## src/rtl/parking_system.sv

```systemverilog
// Car-park entrance gate: entrance sensor opens a password window, a correct code opens the gate.
// LEDs lag the state by one cycle, HEX digits decode the state directly; no handshake, no backpressure.
module parking_system #(
  parameter int         WAIT_CYCLES = 4,
  parameter logic [1:0] PASS_1      = 2'b01,
  parameter logic [1:0] PASS_2      = 2'b10
) (
  input  logic       clk,
  input  logic       reset_n,
  input  logic       sensor_entrance,
  input  logic       sensor_exit,
  input  logic [1:0] password_1,
  input  logic [1:0] password_2,
  output logic       GREEN_LED,
  output logic       RED_LED,
  output logic [6:0] HEX_1,
  output logic [6:0] HEX_2
);

  localparam int               CNT_W    = (WAIT_CYCLES > 1) ? $clog2(WAIT_CYCLES) : 1;
  localparam logic [CNT_W-1:0] CNT_LAST = CNT_W'(WAIT_CYCLES - 1);

  localparam logic [6:0] SEG_BLANK = 7'b1111111;
  localparam logic [6:0] SEG_E     = 7'b0000110;
  localparam logic [6:0] SEG_N     = 7'b0101011;
  localparam logic [6:0] SEG_G     = 7'b0000010;
  localparam logic [6:0] SEG_O     = 7'b1000000;
  localparam logic [6:0] SEG_S     = 7'b0010010;
  localparam logic [6:0] SEG_P     = 7'b0001100;

  typedef enum logic [2:0] {
    IDLE          = 3'd0,
    WAIT_PASSWORD = 3'd1,
    WRONG_PASS    = 3'd2,
    RIGHT_PASS    = 3'd3,
    STOP          = 3'd4
  } state_t;

  state_t           state;
  state_t           state_nxt;
  logic [CNT_W-1:0] wait_cnt;
  logic             pass_ok;
  logic             wait_done;

  assign pass_ok   = (password_1 == PASS_1) && (password_2 == PASS_2);
  assign wait_done = (wait_cnt == CNT_LAST);

  // reset_n is active-high despite its name
  always_ff @(posedge clk) begin
    if (reset_n) state <= IDLE;
    else         state <= state_nxt;
  end

  // Counter only runs inside the password window and clears on the edge that leaves it
  always_ff @(posedge clk) begin
    if (reset_n || (state != WAIT_PASSWORD) || wait_done) wait_cnt <= '0;
    else                                                   wait_cnt <= wait_cnt + 1'b1;
  end

  always_comb begin
    state_nxt = IDLE;
    case (state)
      IDLE:          state_nxt = sensor_entrance ? WAIT_PASSWORD : IDLE;
      WAIT_PASSWORD: begin
        if (wait_done) state_nxt = pass_ok ? RIGHT_PASS : WRONG_PASS;
        else           state_nxt = WAIT_PASSWORD;
      end
      WRONG_PASS:    state_nxt = pass_ok ? RIGHT_PASS : WRONG_PASS;
      RIGHT_PASS: begin
        if (sensor_entrance && sensor_exit) state_nxt = STOP;
        else if (sensor_exit)               state_nxt = IDLE;
        else                                state_nxt = RIGHT_PASS;
      end
      STOP:          state_nxt = (sensor_entrance && pass_ok) ? RIGHT_PASS : STOP;
      default:       state_nxt = IDLE;
    endcase
  end

  always_ff @(posedge clk) begin
    if (reset_n) begin
      GREEN_LED <= 1'b0;
      RED_LED   <= 1'b0;
    end else begin
      case (state)
        WAIT_PASSWORD: begin
          GREEN_LED <= 1'b0;
          RED_LED   <= 1'b1;
        end
        RIGHT_PASS: begin
          GREEN_LED <= ~GREEN_LED;
          RED_LED   <= 1'b0;
        end
        WRONG_PASS, STOP: begin
          GREEN_LED <= 1'b0;
          RED_LED   <= ~RED_LED;
        end
        default: begin
          GREEN_LED <= 1'b0;
          RED_LED   <= 1'b0;
        end
      endcase
    end
  end

  always_comb begin
    HEX_1 = SEG_BLANK;
    HEX_2 = SEG_BLANK;
    case (state)
      WAIT_PASSWORD: begin HEX_1 = SEG_E; HEX_2 = SEG_N; end
      WRONG_PASS:    begin HEX_1 = SEG_E; HEX_2 = SEG_E; end
      RIGHT_PASS:    begin HEX_1 = SEG_G; HEX_2 = SEG_O; end
      STOP:          begin HEX_1 = SEG_S; HEX_2 = SEG_P; end
      default:       begin HEX_1 = SEG_BLANK; HEX_2 = SEG_BLANK; end
    endcase
  end

endmodule

```

## config.mk

```make
export PLATFORM = sky130hd
export DESIGN_NAME = parking_system
export DESIGN_NICKNAME = d
export VERILOG_FILES = /design/src/rtl/parking_system.sv
export SDC_FILE = /design/constraint.sdc
export NUM_CORES = 1
export LEC_CHECK = 0
export ABC_AREA = 1
export CORE_AREA = 8 8 45 47
export CTS_BUF_LIST = sky130_fd_sc_hd__clkbuf_2 sky130_fd_sc_hd__clkbuf_4 sky130_fd_sc_hd__clkbuf_8
export DETAILED_ROUTE_END_ITERATION = 6
export DIE_AREA = 0 0 53 55
export PLACE_DENSITY_LB_ADDON = 0.2
export SLEW_MARGIN = 10
export SYNTH_ARGS = -nofsm -noshare
export SYNTH_HDL_FRONTEND = slang
export SYNTH_SLANG_ARGS = --single-unit
```

## constraint.sdc

```tcl
create_clock -name clk -period 1.5 [get_ports clk]
set_input_delay 0.375 -clock clk [delete_from_list [all_inputs] [get_ports clk]]
set_output_delay 0.375 -clock clk [all_outputs]
set_load 0.01 [all_outputs]
```

==> results list <==
- The run finished, with violations left.
- The final reports fail on setup timing.
- Final Worst Setup Slack: -88.8 ps
- Clock tree synthesis found a total of 7 sinks.
- Cell with the most instances after synthesis: sky130_fd_sc_hd__nand2_1
- In this run the worst path has a maximum fanout of 3.
* Worst min-delay path startpoint: GREEN_LED
- Layout Skew: 0.244 ps
* Placed Instances: 108
- In this run the number of H-tree levels came out at 1.
- Total core area: 1380 µm²
- Power spread over the standard cell area amounts to approximately 650 nW/µm².
* Prevailing post-synth register cell: sky130_fd_sc_hd__dfxtp_1
- Quantity of hold-fixing buffers added after cts: 0
- After detailed routing, the number of remaining DRC violations is 0.
- Sum of overflow across all layers after global routing: 0
- At the end of the flow, the number of nets in the layout was 111.
* RePlAce Congestion: 0.763
* Number of ports placed on the die boundary: 24
- Kind of end point of the critical path: primary output
- Buffers placed on the I/O ports in this run total 22.
- Unrepaired setup endpoints after global routing: yes
* DRT Pass-1 Iters: 2
* Wire length per cell: 11.3 µm
- Most common library cells after synthesis: sky130_fd_sc_hd__nand2_1, sky130_fd_sc_hd__nor2_1, sky130_fd_sc_hd__inv_1
- Hold endpoint: GREEN_LED
* Number of global-route vias before repair: 552
- Prior to clock tree synthesis, the placed netlist has a worst setup slack of -317 ps.
- Area added between synthesis and finish: 93.8%
- Full die area: 2920 µm²
* Post-synth EDFFs: 0
* Number of failing setup endpoints in the final timing report: 11
- In this run the critical register-to-register path is captured at state[0].
- The detail route stage leaves a number of antenna-violating nets equal to 0.
* Flop-to-flop setup slack: 130 ps
- The routed design could run at a clock period as short as approximately 1600 ps.
- Max clock buf depth: 2
- Synth Cell Area: 444 µm²
- Of the available clock period, the critical path in the final layout requires 106%.
- Synthesis handed over a netlist of 67 instances.
- Number of max-slew violations in the final report: 0
* Antenna violations before repair: 0
- Hold violation total from the final report: 0
* Max capacitance violation total: 0
- Antenna fix cells: 0
- Fraction of synthesized cell area taken by the top area cell type: 31.5%
- TritonCTS clock tree: yes
- Register area share after synthesis: 31.5%
- For this run, the number of standard cells in the final layout without fillers is 117.
* Distinct cell type count of the synthesized netlist: 18
- Global routing consumed, over all layers together, approximately a tenth of the routing resources.
- The Yosys step of the flow raised 0 warnings.
- Launching point of the worst reg2reg path: state[0]
- CP Data Required Time: 1120 ps
- Cells with a size suffix above 1 make up 55.4% of the layout.
- After clock tree synthesis, the clock-pin slew on the worst setup and hold paths is ~50 ps.
* Share of synthesized registers carrying an async set or reset: 0%
- Ranked by total cell area, the synthesized netlist is headed by sky130_fd_sc_hd__dfxtp_1, sky130_fd_sc_hd__buf_4, sky130_fd_sc_hd__nand2_1, sky130_fd_sc_hd__nor2_1, sky130_fd_sc_hd__inv_1.
* Pin count of the biggest net entering global routing: 6
- Number of standard-cell rows in the floorplan: 14
- Per-cell via count in the routed design: 4.37
* Number of buffers inserted during clock tree synthesis: 3
- After detailed placement, the total cell area comes to 712 µm².
- Root buf cell: sky130_fd_sc_hd__clkbuf_4
* Top cell type by total area after synthesis: sky130_fd_sc_hd__dfxtp_1
- 1st-iter DRT viols: 7
- Setup total negative slack on the finished layout was measured at -674 ps.
* Max Freq: between 600 and 700 MHz
- By startpoint and endpoint, the worst setup path is classified as flip-flop to primary output.
- A synthesized cell averages 6.63 µm².
* Path type of the worst min-delay path: flip-flop to flip-flop
* Final std cell area, no fill: 861 µm²
* Initial Util: 32.1%
- Global-route wire length before repair: around 2300 µm
* Leak: roughly 0.43 nW
- Later-pin clock latency in the skew report: 240 ps
- Post-synthesis sequential element count: 7
* Startpoint type of the worst setup path: flip-flop
- For the worst flop-to-flop path, the logic depth is 11.
- Along the worst hold path, the cell count comes to 1.
- Via count: 511
- Height of the die: 55 µm
- IR analysis of the VDD net gives a maximum drop of between 400 and 500 µV.
* HPWL Detailed: about 1000 µm
- Net count after synthesis: 76
* Final Routed Wirelength: 1320 µm
- X dimension of the die: 53 µm
- CP Data Arrival Time: around 1200 ps
worst max-delay path by stage:
stage | from | to | slack [ps] | cells past startpoint
2_1_floorplan | state[0] | HEX_1[3] | 20 | 7
3_3_place_gp | state[2] | HEX_1[6] | -270 | 7
3_5_place_dp | state[0] | HEX_2[4] | -320 | 7
4_1_cts | state[0] | HEX_2[3] | -90 | 7
5_1_grt | state[0] | HEX_2[0] | -170 | 7
6_report | state[0] | HEX_2[3] | -90 | 7
layout by cell type (no fill, tap or decap):
master | synthesis | final
sky130_fd_sc_hd__nand3_4 | 0 | 2
sky130_fd_sc_hd__buf_2 | 0 | 5
sky130_fd_sc_hd__dfxtp_1 | 7 | 4
sky130_fd_sc_hd__a21oi_1 | 1 | 1
sky130_fd_sc_hd__nand3_2 | 2 | 2
sky130_fd_sc_hd__inv_2 | 2 | 1
sky130_fd_sc_hd__nor3_1 | 1 | 1
sky130_fd_sc_hd__buf_6 | 0 | 12
sky130_fd_sc_hd__inv_1 | 9 | 5
sky130_fd_sc_hd__nor2_4 | 1 | 2
sky130_fd_sc_hd__conb_1 | 1 | 1
sky130_fd_sc_hd__dlymetal6s2s_1 | 0 | 2
sky130_fd_sc_hd__o21ai_0 | 1 | 1
sky130_fd_sc_hd__ha_1 | 1 | 1
sky130_fd_sc_hd__inv_4 | 0 | 4
sky130_fd_sc_hd__nor2_2 | 1 | 2
sky130_fd_sc_hd__nor4_1 | 1 | 1
sky130_fd_sc_hd__clkdlybuf4s50_1 | 0 | 7
sky130_fd_sc_hd__nand2_2 | 2 | 3
sky130_fd_sc_hd__nand2_1 | 13 | 9
sky130_fd_sc_hd__clkbuf_2 | 0 | 2
sky130_fd_sc_hd__clkbuf_4 | 0 | 4
sky130_fd_sc_hd__buf_4 | 7 | 9
sky130_fd_sc_hd__nand2_4 | 0 | 3
sky130_fd_sc_hd__nor2_1 | 12 | 10
sky130_fd_sc_hd__dfxtp_4 | 0 | 3
sky130_fd_sc_hd__inv_6 | 0 | 1
sky130_fd_sc_hd__o21ai_2 | 1 | 1
sky130_fd_sc_hd__nand3_1 | 4 | 2
cells by family (layout without fill, tap and decap cells):
family                   count (synthesis)  after routing  synth area share [%]
AND/OR/NAND/NOR                         37             37                  39.4
flip-flops                               7              7                  31.5
other                                    1              1                 0.844
adder cells (fa/ha/maj)                  1              1                  2.82
buffers and inverters                   18             52                  21.1
AO/OA/AOI/OAI                            3              3                  4.22
metal layers:
metal | global-route usage, % | routed length [µm] | up-vias
li1 | - | - | 269
met5 | 0 | 0 | -
met2 | 20.1 | 709 | 14
met4 | 6.47 | 9 | 0
met1 | 8.98 | 484 | 226
met3 | 3.74 | 118 | 2
state kept, by name (all words and copies together) (netlist names):
register / cells
GREEN_LED: 1
RED_LED: 1
state: 3
wait_cnt: 2
worst max-delay path, stage by stage, from the launching register on:
cell and delay (ps):
sky130_fd_sc_hd__dfxtp_4 370, sky130_fd_sc_hd__buf_6 110, sky130_fd_sc_hd__nand3_4 80, sky130_fd_sc_hd__nand2_4 100, sky130_fd_sc_hd__inv_4 40, sky130_fd_sc_hd__nand2_4 70
sky130_fd_sc_hd__nand3_2 70, sky130_fd_sc_hd__buf_6 120
repair_timing:
| action | in CTS | in global routing |
|---|---|---|
| setup buffers | 7 | 0 |
| gates resized for setup | 77 | 16 |
| endpoints found under the setup margin | 13 | 16 |
| endpoints found under the hold margin | 0 | 0 |
| pin swaps | 9 | 5 |
power by group:
group          internal [mW]  switching, mW  total, mW
clock                  0.119         0.0603      0.179
combinational         0.0983         0.0847      0.183
sequential             0.189        0.00613      0.195
metrics by stage:
| step | util (%) | power, mW | hold WS (ps) |
|---|---|---|---|
| 2_1_floorplan | - | 0.275 | 397 |
| 3_3_place_gp | 51.4 | 0.357 | 407 |
| 3_5_place_dp | 51.4 | 0.359 | 410 |
| 4_1_cts | 59.9 | 0.564 | 417 |
| 5_1_grt | 62.2 | 0.598 | 425 |
| 6_report | 62.2 | 0.558 | 414 |
cell type report:
class / instances / area (µm²)
fillers: 130 / 523
clock buffers: 4 / 30.0
repair buffers: 37 / 333
well taps: 16 / 20.0
flip-flops and latches: 7 / 151
multi-input cells: 42 / 270
inverters: 11 / 56.3
Note: power is estimated with default switching activity, not from simulation.
